## src/rtl/sha2_sched_ctrl_pkg.sv

```systemverilog
// Shared types and constants for the SHA-256 message schedule sequencer.
// Mirrors the sigma op encoding used by the ibex-crypto sigma unit.
package sha2_sched_ctrl_pkg;

  typedef enum logic [1:0] {
    SHA2_SIG0,
    SHA2_SIG1,
    SHA2_SUM0,
    SHA2_SUM1
  } sha2_op_t;

  typedef enum logic [2:0] {
    IDLE,
    LOAD,
    EMIT,
    S0,
    S1,
    OUT
  } sha2_sched_state_e;

  localparam int BLOCK_WORDS        = 16;
  localparam int SHA256_SCHED_WORDS = 64;
  localparam int SCHED_WORDS        = SHA256_SCHED_WORDS;

endpackage

```

## src/rtl/sha2_sched_ctrl_if.sv

```systemverilog
// Word streams of the schedule sequencer: message words in, W[t] out.
// master = producer/consumer side, slave = the sequencer.
interface sha2_sched_ctrl_if;

  logic        in_valid;
  logic        in_ready;
  logic [31:0] in_data;
  logic        out_valid;
  logic        out_ready;
  logic [31:0] out_data;
  logic [5:0]  out_idx;

  modport master (
    output in_valid, in_data, out_ready,
    input  in_ready, out_valid, out_data, out_idx
  );

  modport slave (
    input  in_valid, in_data, out_ready,
    output in_ready, out_valid, out_data, out_idx
  );

endinterface

```

## src/rtl/sha2_sched_ctrl_buf.sv

```systemverilog
// 16x32 circular schedule buffer: one write port, reads at t, t-2, t-7, t-15.
// Offsets wrap on the 4-bit index, so slot t also holds W[t-16].
module sha2_sched_ctrl_buf (
  input  logic        clk,
  input  logic        we,
  input  logic [3:0]  waddr,
  input  logic [31:0] wdata,
  input  logic [3:0]  idx,
  output logic [31:0] rd_t,
  output logic [31:0] rd_t2,
  output logic [31:0] rd_t7,
  output logic [31:0] rd_t15
);

  logic [31:0] mem [16];

  always_ff @(posedge clk) begin
    if (we) mem[waddr] <= wdata;
  end

  assign rd_t   = mem[idx];
  assign rd_t2  = mem[idx - 4'd2];
  assign rd_t7  = mem[idx - 4'd7];
  assign rd_t15 = mem[idx - 4'd15];

endmodule

```

## src/rtl/sha2_sched_ctrl.sv

```systemverilog
// SHA-256 message schedule sequencer driving a shared sigma unit.
// Optional SHA2_SCHED_STALL_CNT_EN adds an output back-pressure counter.
module sha2_sched_ctrl
  import sha2_sched_ctrl_pkg::*;
(
  input  logic              clk_i,
  input  logic              rst_i,
  input  logic              start_i,
  input  logic              abort_i,
  sha2_sched_ctrl_if.slave  io,
  output logic              busy_o,
  output logic              done_o,
  output logic              sha2_en_o,
  output sha2_op_t          sha2_op_o,
  output logic [31:0]       sha2_op_a_o,
  input  logic [31:0]       sha2_result_i
`ifdef SHA2_SCHED_STALL_CNT_EN
  ,
  output logic [15:0]       stall_cnt_o
`endif
);

  localparam logic [5:0] BLK_LAST = 6'(BLOCK_WORDS - 1);
  localparam logic [5:0] T_LAST   = 6'(SCHED_WORDS - 1);

  sha2_sched_state_e state_q, state_d;
  logic [5:0]  cnt_q, cnt_d;
  logic [31:0] s0_q, s0_d;
  logic [31:0] out_q, out_d;
  logic        done_d;
  logic        we;
  logic [31:0] wdata;
  logic [31:0] rd_t, rd_t2, rd_t7, rd_t15;

  sha2_sched_ctrl_buf u_buf (
    .clk    (clk_i),
    .we     (we),
    .waddr  (cnt_q[3:0]),
    .wdata  (wdata),
    .idx    (cnt_q[3:0]),
    .rd_t   (rd_t),
    .rd_t2  (rd_t2),
    .rd_t7  (rd_t7),
    .rd_t15 (rd_t15)
  );

  always_comb begin
    state_d      = state_q;
    cnt_d        = cnt_q;
    s0_d         = s0_q;
    out_d        = out_q;
    done_d       = 1'b0;
    we           = 1'b0;
    wdata        = io.in_data;
    io.in_ready  = 1'b0;
    io.out_valid = 1'b0;
    io.out_data  = '0;
    io.out_idx   = '0;
    sha2_en_o    = 1'b0;
    sha2_op_o    = SHA2_SIG0;
    sha2_op_a_o  = '0;
    unique case (state_q)
      IDLE: begin
        if (start_i) begin
          state_d = LOAD;
          cnt_d   = '0;
        end
      end
      LOAD: begin
        io.in_ready = 1'b1;
        if (io.in_valid) begin
          we    = 1'b1;
          cnt_d = cnt_q + 6'd1;
          if (cnt_q == BLK_LAST) begin
            state_d = EMIT;
            cnt_d   = '0;
          end
        end
      end
      EMIT: begin
        io.out_valid = 1'b1;
        io.out_data  = rd_t;
        io.out_idx   = cnt_q;
        if (io.out_ready) begin
          cnt_d = cnt_q + 6'd1;
          if (cnt_q == BLK_LAST) state_d = S0;
        end
      end
      S0: begin
        sha2_en_o   = 1'b1;
        sha2_op_a_o = rd_t15;
        s0_d        = sha2_result_i;
        state_d     = S1;
      end
      S1: begin
        sha2_en_o   = 1'b1;
        sha2_op_o   = SHA2_SIG1;
        sha2_op_a_o = rd_t2;
        // slot t still holds W[t-16] until this write
        wdata   = sha2_result_i + s0_q + rd_t7 + rd_t;
        we      = 1'b1;
        out_d   = wdata;
        state_d = OUT;
      end
      OUT: begin
        io.out_valid = 1'b1;
        io.out_data  = out_q;
        io.out_idx   = cnt_q;
        if (io.out_ready) begin
          if (cnt_q == T_LAST) begin
            state_d = IDLE;
            cnt_d   = '0;
            done_d  = 1'b1;
          end else begin
            state_d = S0;
            cnt_d   = cnt_q + 6'd1;
          end
        end
      end
      default: state_d = IDLE;
    endcase
    if (abort_i) begin
      state_d = IDLE;
      cnt_d   = '0;
      done_d  = 1'b0;
      we      = 1'b0;
    end
  end

  always_ff @(posedge clk_i) begin
    if (rst_i) begin
      state_q <= IDLE;
      cnt_q   <= '0;
      s0_q    <= '0;
      out_q   <= '0;
      done_o  <= 1'b0;
    end else begin
      state_q <= state_d;
      cnt_q   <= cnt_d;
      s0_q    <= s0_d;
      out_q   <= out_d;
      done_o  <= done_d;
    end
  end

  assign busy_o = (state_q != IDLE);

`ifdef SHA2_SCHED_STALL_CNT_EN
  logic [15:0] stall_q;

  always_ff @(posedge clk_i) begin
    if (rst_i) begin
      stall_q <= '0;
    end else if (state_q == IDLE && start_i && !abort_i) begin
      stall_q <= '0;
    end else if (io.out_valid && !io.out_ready
                 && stall_q != 16'hFFFF) begin
      stall_q <= stall_q + 16'd1;
    end
  end

  assign stall_cnt_o = stall_q;
`endif

endmodule

```

## src/flat_wrapper.sv

```systemverilog
// flat-port wrapper written by rule: the top's interface ports become plain ports
module sha2_sched_ctrl_flat import sha2_sched_ctrl_pkg::*;
  (clk_i, rst_i, start_i, abort_i, busy_o, done_o, sha2_en_o, sha2_op_o, sha2_op_a_o, sha2_result_i, io_in_valid, io_in_data, io_out_ready, io_in_ready, io_out_valid, io_out_data, io_out_idx);
  sha2_sched_ctrl_if io_i ();
  input  logic clk_i;
  input  logic rst_i;
  input  logic start_i;
  input  logic abort_i;
  output logic busy_o;
  output logic done_o;
  output logic sha2_en_o;
  output sha2_op_t sha2_op_o;
  output logic [31:0] sha2_op_a_o;
  input  logic [31:0] sha2_result_i;
  input wire logic [$bits(io_i.in_valid)-1:0] io_in_valid;
  input wire logic [$bits(io_i.in_data)-1:0] io_in_data;
  input wire logic [$bits(io_i.out_ready)-1:0] io_out_ready;
  output wire logic [$bits(io_i.in_ready)-1:0] io_in_ready;
  output wire logic [$bits(io_i.out_valid)-1:0] io_out_valid;
  output wire logic [$bits(io_i.out_data)-1:0] io_out_data;
  output wire logic [$bits(io_i.out_idx)-1:0] io_out_idx;
  assign io_i.in_valid = io_in_valid;
  assign io_i.in_data = io_in_data;
  assign io_i.out_ready = io_out_ready;
  assign io_in_ready = io_i.in_ready;
  assign io_out_valid = io_i.out_valid;
  assign io_out_data = io_i.out_data;
  assign io_out_idx = io_i.out_idx;
  sha2_sched_ctrl u_core (.clk_i(clk_i), .rst_i(rst_i), .start_i(start_i), .abort_i(abort_i), .io(io_i), .busy_o(busy_o), .done_o(done_o), .sha2_en_o(sha2_en_o), .sha2_op_o(sha2_op_o), .sha2_op_a_o(sha2_op_a_o), .sha2_result_i(sha2_result_i));
endmodule
```

## config.mk

```make
export PLATFORM = sky130hd
export DESIGN_NAME = sha2_sched_ctrl_flat
export DESIGN_NICKNAME = d
export VERILOG_FILES = /design/src/rtl/sha2_sched_ctrl_pkg.sv /design/src/rtl/sha2_sched_ctrl_if.sv /design/src/rtl/sha2_sched_ctrl_buf.sv /design/src/rtl/sha2_sched_ctrl.sv /design/src/flat_wrapper.sv
export SDC_FILE = /design/constraint.sdc
export NUM_CORES = 1
export LEC_CHECK = 0
export ABC_AREA = 1
export CORE_MARGIN = 2
export CORE_UTILIZATION = 40
export CTS_CLUSTER_SIZE = 8
export DETAILED_ROUTE_END_ITERATION = 6
export SLEW_MARGIN = 20
export SYNTH_ARGS = -nofsm -noshare
export SYNTH_HDL_FRONTEND = slang
export SYNTH_HIERARCHICAL = 1
export SYNTH_SLANG_ARGS = --single-unit
```

## constraint.sdc

```tcl
create_clock -name clk_i -period 9.9 [get_ports clk_i]
set_input_delay 0.99 -clock clk_i [delete_from_list [all_inputs] [get_ports clk_i]]
set_output_delay 0.99 -clock clk_i [all_outputs]
set_load 0.1 [all_outputs]
```

==> impl_metrics.yaml, run 1 <==
outcome:
  status: "complete, but fails checks"
  violations: "DRC"
clocking:
  ctsResizeCount: 0
  insertion_delay_ns: 0.63
  cts_setup_buffers: 0
  clockRootBuffer: "clkbuf_16"
  hold_buffers: 0
  h-tree-depth: 3
  cts_tree: "built"
  clock_sinks: 586
  cts_buffer_depth: 3
  cts.clk_slew.worst_paths_ns: 0.05
  cts_buffers: 83
final_layout:
  nets: 5339
  nFillCells: 9385
  finalInstanceArea_sq_um: 42600
  syn_to_final_growth_pct: 13.1
  drive_gt1_share_pct: 3.66
  post-route-util_pct: 45.7
  diodes: 0
timing:
  max_freq_mhz: 134
  slew_viol_final: 0
  hold_viol_final: 0
  whs_ns: 0.461
  slew_headroom_pct: 24.2
  setup_violations: 0
  tightest_slew_ns: 1.14
  finalCritPeriodShare_pct: 75.5
  finClkSkew_ns: 0.0220
  setup_tns_ns: 0
  finalCriticalPeriod_ns: 7.47
  rsz0062_at_grt: "false"
  finalWorstSetupSlack_ns: 2.43
pwr:
  clkPwrFrac_pct: 44.8
  ir_drop_mv: 0.113
  p_switching_mw: 1.52
  power_frac_seq_pct: 44.7
  p_leak_nw: 19.1
  intPower_mw: 4.50
  pwr-share-comb_pct: 10.5
  switching_share_pct: 25.3
  p_per_area_nw_per_um2: 141
synthesis:
  synth-seq-cells: 586
  netlist.area_leader.share_pct: 40.8
  netlist_area_sq_um: 37700
  ys.flop_type: "edfxtp_1"
  ys.warnings.count: 6
  synthArstFlopShare_pct: 0
  synth_edf_count: 512
  yosysTopAreaCell: "edfxtp_1"
  ys_top_cells_by_area: "edfxtp_1 41%, nand2_1 19%, nand3_1 17%, inv_1 6.8%, dfxtp_1 3.9%"
  syn_nets: 5354
  synthCells: 5187
  ys_seq_area_share_pct: 44.7
  synth.most_common_cell: "nand2_1"
  ys_top_cells_by_count: "1912 x nand2_1, 1263 x nand3_1, 687 x inv_1"
  synth.distinct_cells: 36
  avgSynthCellArea_sq_um: 7.27
routing:
  ant_nets: 0
  drc: 1
  via_per_inst: 5.54
  drt_wl_total_microns: 141000
  num_vias: 35957
  dr.first_iter.drc_count: 4577
  avgRoutedWirePerCell_microns: 21.7
  dr.pass1.iters: 7
grt:
  grt_start_max_net_pins: 192
  antenna_found_initial: 0
  grt_first_pass_wirelength_microns: 209000
  grt_pass1_vias: 33347
  grt_overflow: 0
  grt_usage_pct: 28.5
placed_design:
  gp_congestion: 0.906
  placed_area_sq_um: 40200
  dp_hpwl_microns: 84100
  io_buffers: 145
  post-place-ws_ns: 3.19
worst_setup_path:
  slowest_stage: "clkinv_2"
  crit_start: "u_core/cnt_q[2]"
  cp_common_cell: "nand2_1"
  worst_path_largest_cell_delay_ns: 1.09
  path_delay_family: "buffers and inverters"
  cp_max_fo: 40
  cp_cell_sequence: "clkinv_2 -> ha_4 -> clkinv_2 -> buf_4 -> nand3_1 -> nand2_1 -> nand2_1 -> nand2_1 -> a22o_1 -> clkdlybuf4s50_1"
  critPathBufInv: 4
  endpoint_kind: "output port"
  path_class: "flip-flop to output port"
  cp.arrival_ns: 6.48
  required_ns: 8.91
  reg2reg_from: "u_core/cnt_q[0]"
  cp-start-kind: "flip-flop"
min_path:
  hp-start: "u_core/out_q[1]"
  min_path_type: "flip-flop to flip-flop"
floorplanning:
  rows: 112
  die_w_microns: 311
  start_util_pct: 40.4
  coreArea_sq_um: 93300
  io_pins: 147
  dieArea_sq_um: 96700
  fp.dieH_microns: 311
run:
  cap_violations: 0
## area by class of cell
cell class | count | area (sq um) | share of cell area, %
Clock buffer | 150 | 2390 | 5.61
Clock inverter | 2 | 17.5 | 0.0411
Inverter | 699 | 2650 | 6.21
Multi-Input combinational cell | 3602 | 17200 | 40.4
Sequential cell | 586 | 16900 | 39.6
Tap cell | 1254 | 1570 | 3.68
Timing Repair Buffer | 200 | 1910 | 4.49
## registers in the layout, summed over array words and instances (netlist names)
name / count
u_core/u_buf/mem: 512
u_core/out_q: 32
u_core/s0_q: 32
u_core/cnt_q: 6
u_core/state_q: 3
u_core/done_o: 1
## worst paths after layout
| path | endpoint | slack (ns) | cells past startpoint |
|---|---|---|---|
| worst min register to register | u_core/out_q[1] | 0.46 | 2 |
| worst max register to register | u_core/u_buf/mem[15][26] | 3.12 | 22 |
| worst min-delay path | u_core/out_q[1] | 0.46 | 2 |
| worst max-delay path | sha2_op_a_o[20] | 2.43 | 10 |
## metal layers
layer	track usage [%]	vias to the layer above	share of wire, %
met4	13.4	0	4.9
met5	0	-	0
met3	4.31	383	10
li1	-	16780	-
met2	44.2	1964	44
met1	39.2	16830	41
## worst min-delay path, delay by kind of cell, from the launching register on
kind             cells  cell delay, ns
AO/OA/AOI/OAI        1            0.05
AND/OR/NAND/NOR      1            0.06
flip-flops           1            0.30
## metrics by stage
| step | instances | total power, mW |
|---|---|---|
| 2_1_floorplan | 5187 | 3.17 |
| 3_3_place_gp | 6341 | 3.36 |
| 3_5_place_dp | 6341 | 3.36 |
| 4_1_cts | 6493 | 6.04 |
| 5_1_grt | 6493 | 6.22 |
| 6_report | 6493 | 6.02 |
## layout by cell type, fill, tap and decap left out, types with 62 or more instances in the layout
master / Yosys / routed
clkbuf_16: 0 / 86
nor2_1: 104 / 87
clkbuf_1: 185 / 64
inv_1: 687 / 684
dfxtp_1: 74 / 70
fa_1: 62 / 62
edfxtp_1: 512 / 512
a21oi_1: 79 / 79
clkdlybuf4s50_1: 0 / 144
nand3_1: 1263 / 1262
nand2_1: 1912 / 1912
## cells by family (layout without fill, tap and decap cells)
group,Yosys count,after routing,share of synthesized area (%)
and+or+nand+nor,3298,3298,37.2
adders and majority gates,97,97,4.45
DFF,586,586,44.7
AOI/OAI and AO/OA,196,196,3.20
buffers and inverters,999,1051,10.2
xor gates and xnor gates,10,10,0.232
other,1,1,0.00995
## power groups by stage
stage / sequential (mW) / combinational (mW) / clock [mW]
floorplan: 2.74 / 0.430 / 0
global placement: 2.74 / 0.617 / 0
detailed placement: 2.74 / 0.620 / 0
CTS: 2.69 / 0.624 / 2.72
global route: 2.69 / 0.705 / 2.83
finish: 2.69 / 0.631 / 2.70
Power figures use the tool's default switching activity.
==> inputs of run 2 (changes only) <==
clock period = 6.75 ns   (was 9.9 ns; I/O delays follow)
==> run 2 against run 1 <==
  * The run still ends with DRC left
  * Non-clock buffer count is 27 higher
  * Sequential share of layout area is 0.28 points lower
  * Hold slack better by 0.0027 ns
  * Sequential power is 47% higher
  * Via count is 0.91% higher
==> impl_metrics.yaml, run 2 (same netlist as run 1, synthesis figures left out) <==
min_path:
  hp-start: "u_core/out_q[18]"
  min_path_type: "flip-flop to flip-flop"
timing:
  rsz0062_at_grt: "false"
  slew_viol_final: 0
  setup_tns_ns: 0
  slew_headroom_pct: 20.9
  setup_violations: 0
  hold_viol_final: 0
  whs_ns: 0.464
  finalCritPeriodShare_pct: 85.8
  finClkSkew_ns: 0.0228
  finalCriticalPeriod_ns: 5.79
  tightest_slew_ns: 1.18
  max_freq_mhz: 173
final_layout:
  largest_register_ffs: 512
  layout.cells.most_common: "nand2_1"
  top_regs: "u_core/u_buf/mem: 512 flops, u_core/out_q: 32 flops, u_core/s0_q: 32 flops"
  syn_to_final_growth_pct: 13.9
  drive_gt1_share_pct: 4.84
  top_register: "u_core/u_buf/mem"
  final_cell_mix: "1912 x nand2_1, 1262 x nand3_1, 684 x inv_1"
  diodes: 0
  nets: 5366
  finalInstanceArea_sq_um: 42900
grt:
  grt_first_pass_wirelength_microns: 212000
  grt_use_met1_pct: 39.6
  grt_start_max_net_pins: 201
  grt_overflow: 0
  met3_usage_pct: 5.37
  grt_usage_pct: 29.0
  busiest_layer: "met2"
  grt_util_met2_pct: 45.4
  grt_pass1_vias: 33545
  antenna_found_initial: 1
clocking:
  hold_buffers: 0
  ctsResizeCount: 0
  clock_sinks: 586
  cts.clk_slew.worst_paths_ns: 0.05
  cts_tree: "built"
  clockRootBuffer: "clkbuf_16"
  insertion_delay_ns: 0.64
  cts_buffers: 83
  h-tree-depth: 3
  cts_setup_buffers: 0
  cts_buffer_depth: 3
pwr:
  p_per_area_nw_per_um2: 206
  p_leak_nw: 19.4
  ir_drop_mv: 0.173
outcome:
  status: "complete, but fails checks"
  violations: "DRC"
worst_setup_path:
  crit_start: "u_core/cnt_q[0]"
  endpoint: "u_core/u_buf/mem[6][27]"
  r2r_end: "u_core/u_buf/mem[6][27]"
  cp_max_fo: 125
  reg2regPathDepth: 23
  r2r_slack_ns: 0.96
  cp-start-kind: "flip-flop"
  cp.arrival_ns: 6.01
  endpoint_kind: "flip-flop"
  path_class: "flip-flop to flip-flop"
  required_ns: 6.97
  reg2reg_from: "u_core/cnt_q[0]"
placed_design:
  placed_area_sq_um: 40500
  io_buffers: 145
  gp_congestion: 0.926
  dp_hpwl_microns: 86900
routing:
  num_vias: 36283
  ant_nets: 0
  via_per_inst: 5.56
  drc: 4
  dr.pass1.iters: 7
  avgRoutedWirePerCell_microns: 22.0
  dr.first_iter.drc_count: 4593
  drt_wl_total_microns: 143000
floorplanning:
  coreArea_sq_um: 93300
  dieArea_sq_um: 96700
  die_w_microns: 311
  rows: 112
  io_pins: 147
  fp.dieH_microns: 311
  start_util_pct: 40.4
run:
  cap_violations: 0
==> run 2: changes by cell type in the layout (fill, tap and decap cells not counted), moves of 2 or more <==
cell and delta:
clkbuf_16 -2, clkdlybuf4s50_1 -32, buf_4 +45, buf_12 +14
clkbuf_1 -3, inv_6 +3
==> run 2: through the flow <==
step / utilization (%) / total power [mW] / setup WS (ns) / std cells
2_1_floorplan: - / 4.65 / 2.37 / 5187
3_3_place_gp: 43.4 / 4.93 / 1.09 / 6368
3_5_place_dp: 43.4 / 4.94 / 1.08 / 6368
4_1_cts: 46.0 / 8.88 / 1.09 / 6521
5_1_grt: 46.0 / 9.14 / 0.621 / 6521
6_report: 46.0 / 8.85 / 0.956 / 6521
==> run 2: worst max-delay path, cell delays in order (launching register included) <==
cell     delay [ns]
dfxtp_4        0.48
inv_8          0.63
buf_12         0.32
buf_4          0.30
nand2_1        0.11
nand3_1        0.08
nand3_1        0.10
nand2_1        0.09
nand2_1        0.06
nand2_1        0.10
inv_1          0.06
fa_1           0.48
fa_1           0.53
inv_1          0.08
ha_1           0.38
nand2_1        0.12
nor2_1         0.17
inv_1          0.10
nor3_1         0.17
nand2_1        0.16
nand2_1        0.10
nand2_1        0.05
nand3_1        0.17
nand2_1        0.40
==> run 2: worst min path at each step <==
stage	endpoint	slack (ns)	depth (start not counted)
finish	u_core/out_q[18]	0.46	2
global route	u_core/out_q[26]	0.48	2
floorplan	u_core/out_q[0]	0.44	2
CTS	u_core/out_q[18]	0.46	2
global placement	u_core/out_q[1]	0.45	2
detailed placement	u_core/out_q[18]	0.46	2
==> run 2: power by group <==
group / switching [mW] / internal [mW] / total (mW) / leakage [nW]
sequential: 0.00482 / 3.94 / 3.95 / 5.20
combinational: 0.648 / 0.290 / 0.938 / 13.0
clock: 1.62 / 2.34 / 3.96 / 1.15
==> run 2: area by class of cell <==
type / count / area [sq um]
Clock inverter: 7 / 65.1
Fill cell: 9240 / 50400
Inverter: 699 / 2650
Sequential cell: 586 / 16900
Tap cell: 1254 / 1570
Timing Repair Buffer: 227 / 2210
Multi-Input combinational cell: 3602 / 17200
Clock buffer: 146 / 2340
==> run 2: per-layer routing <==
| metal | vias to the layer above | share of wire, % |
|---|---|---|
| met5 | - | 0.0063 |
| met4 | 2 | 4.1 |
| met3 | 332 | 11 |
| met2 | 2131 | 44 |
| met1 | 16935 | 40 |
| li1 | 16883 | - |
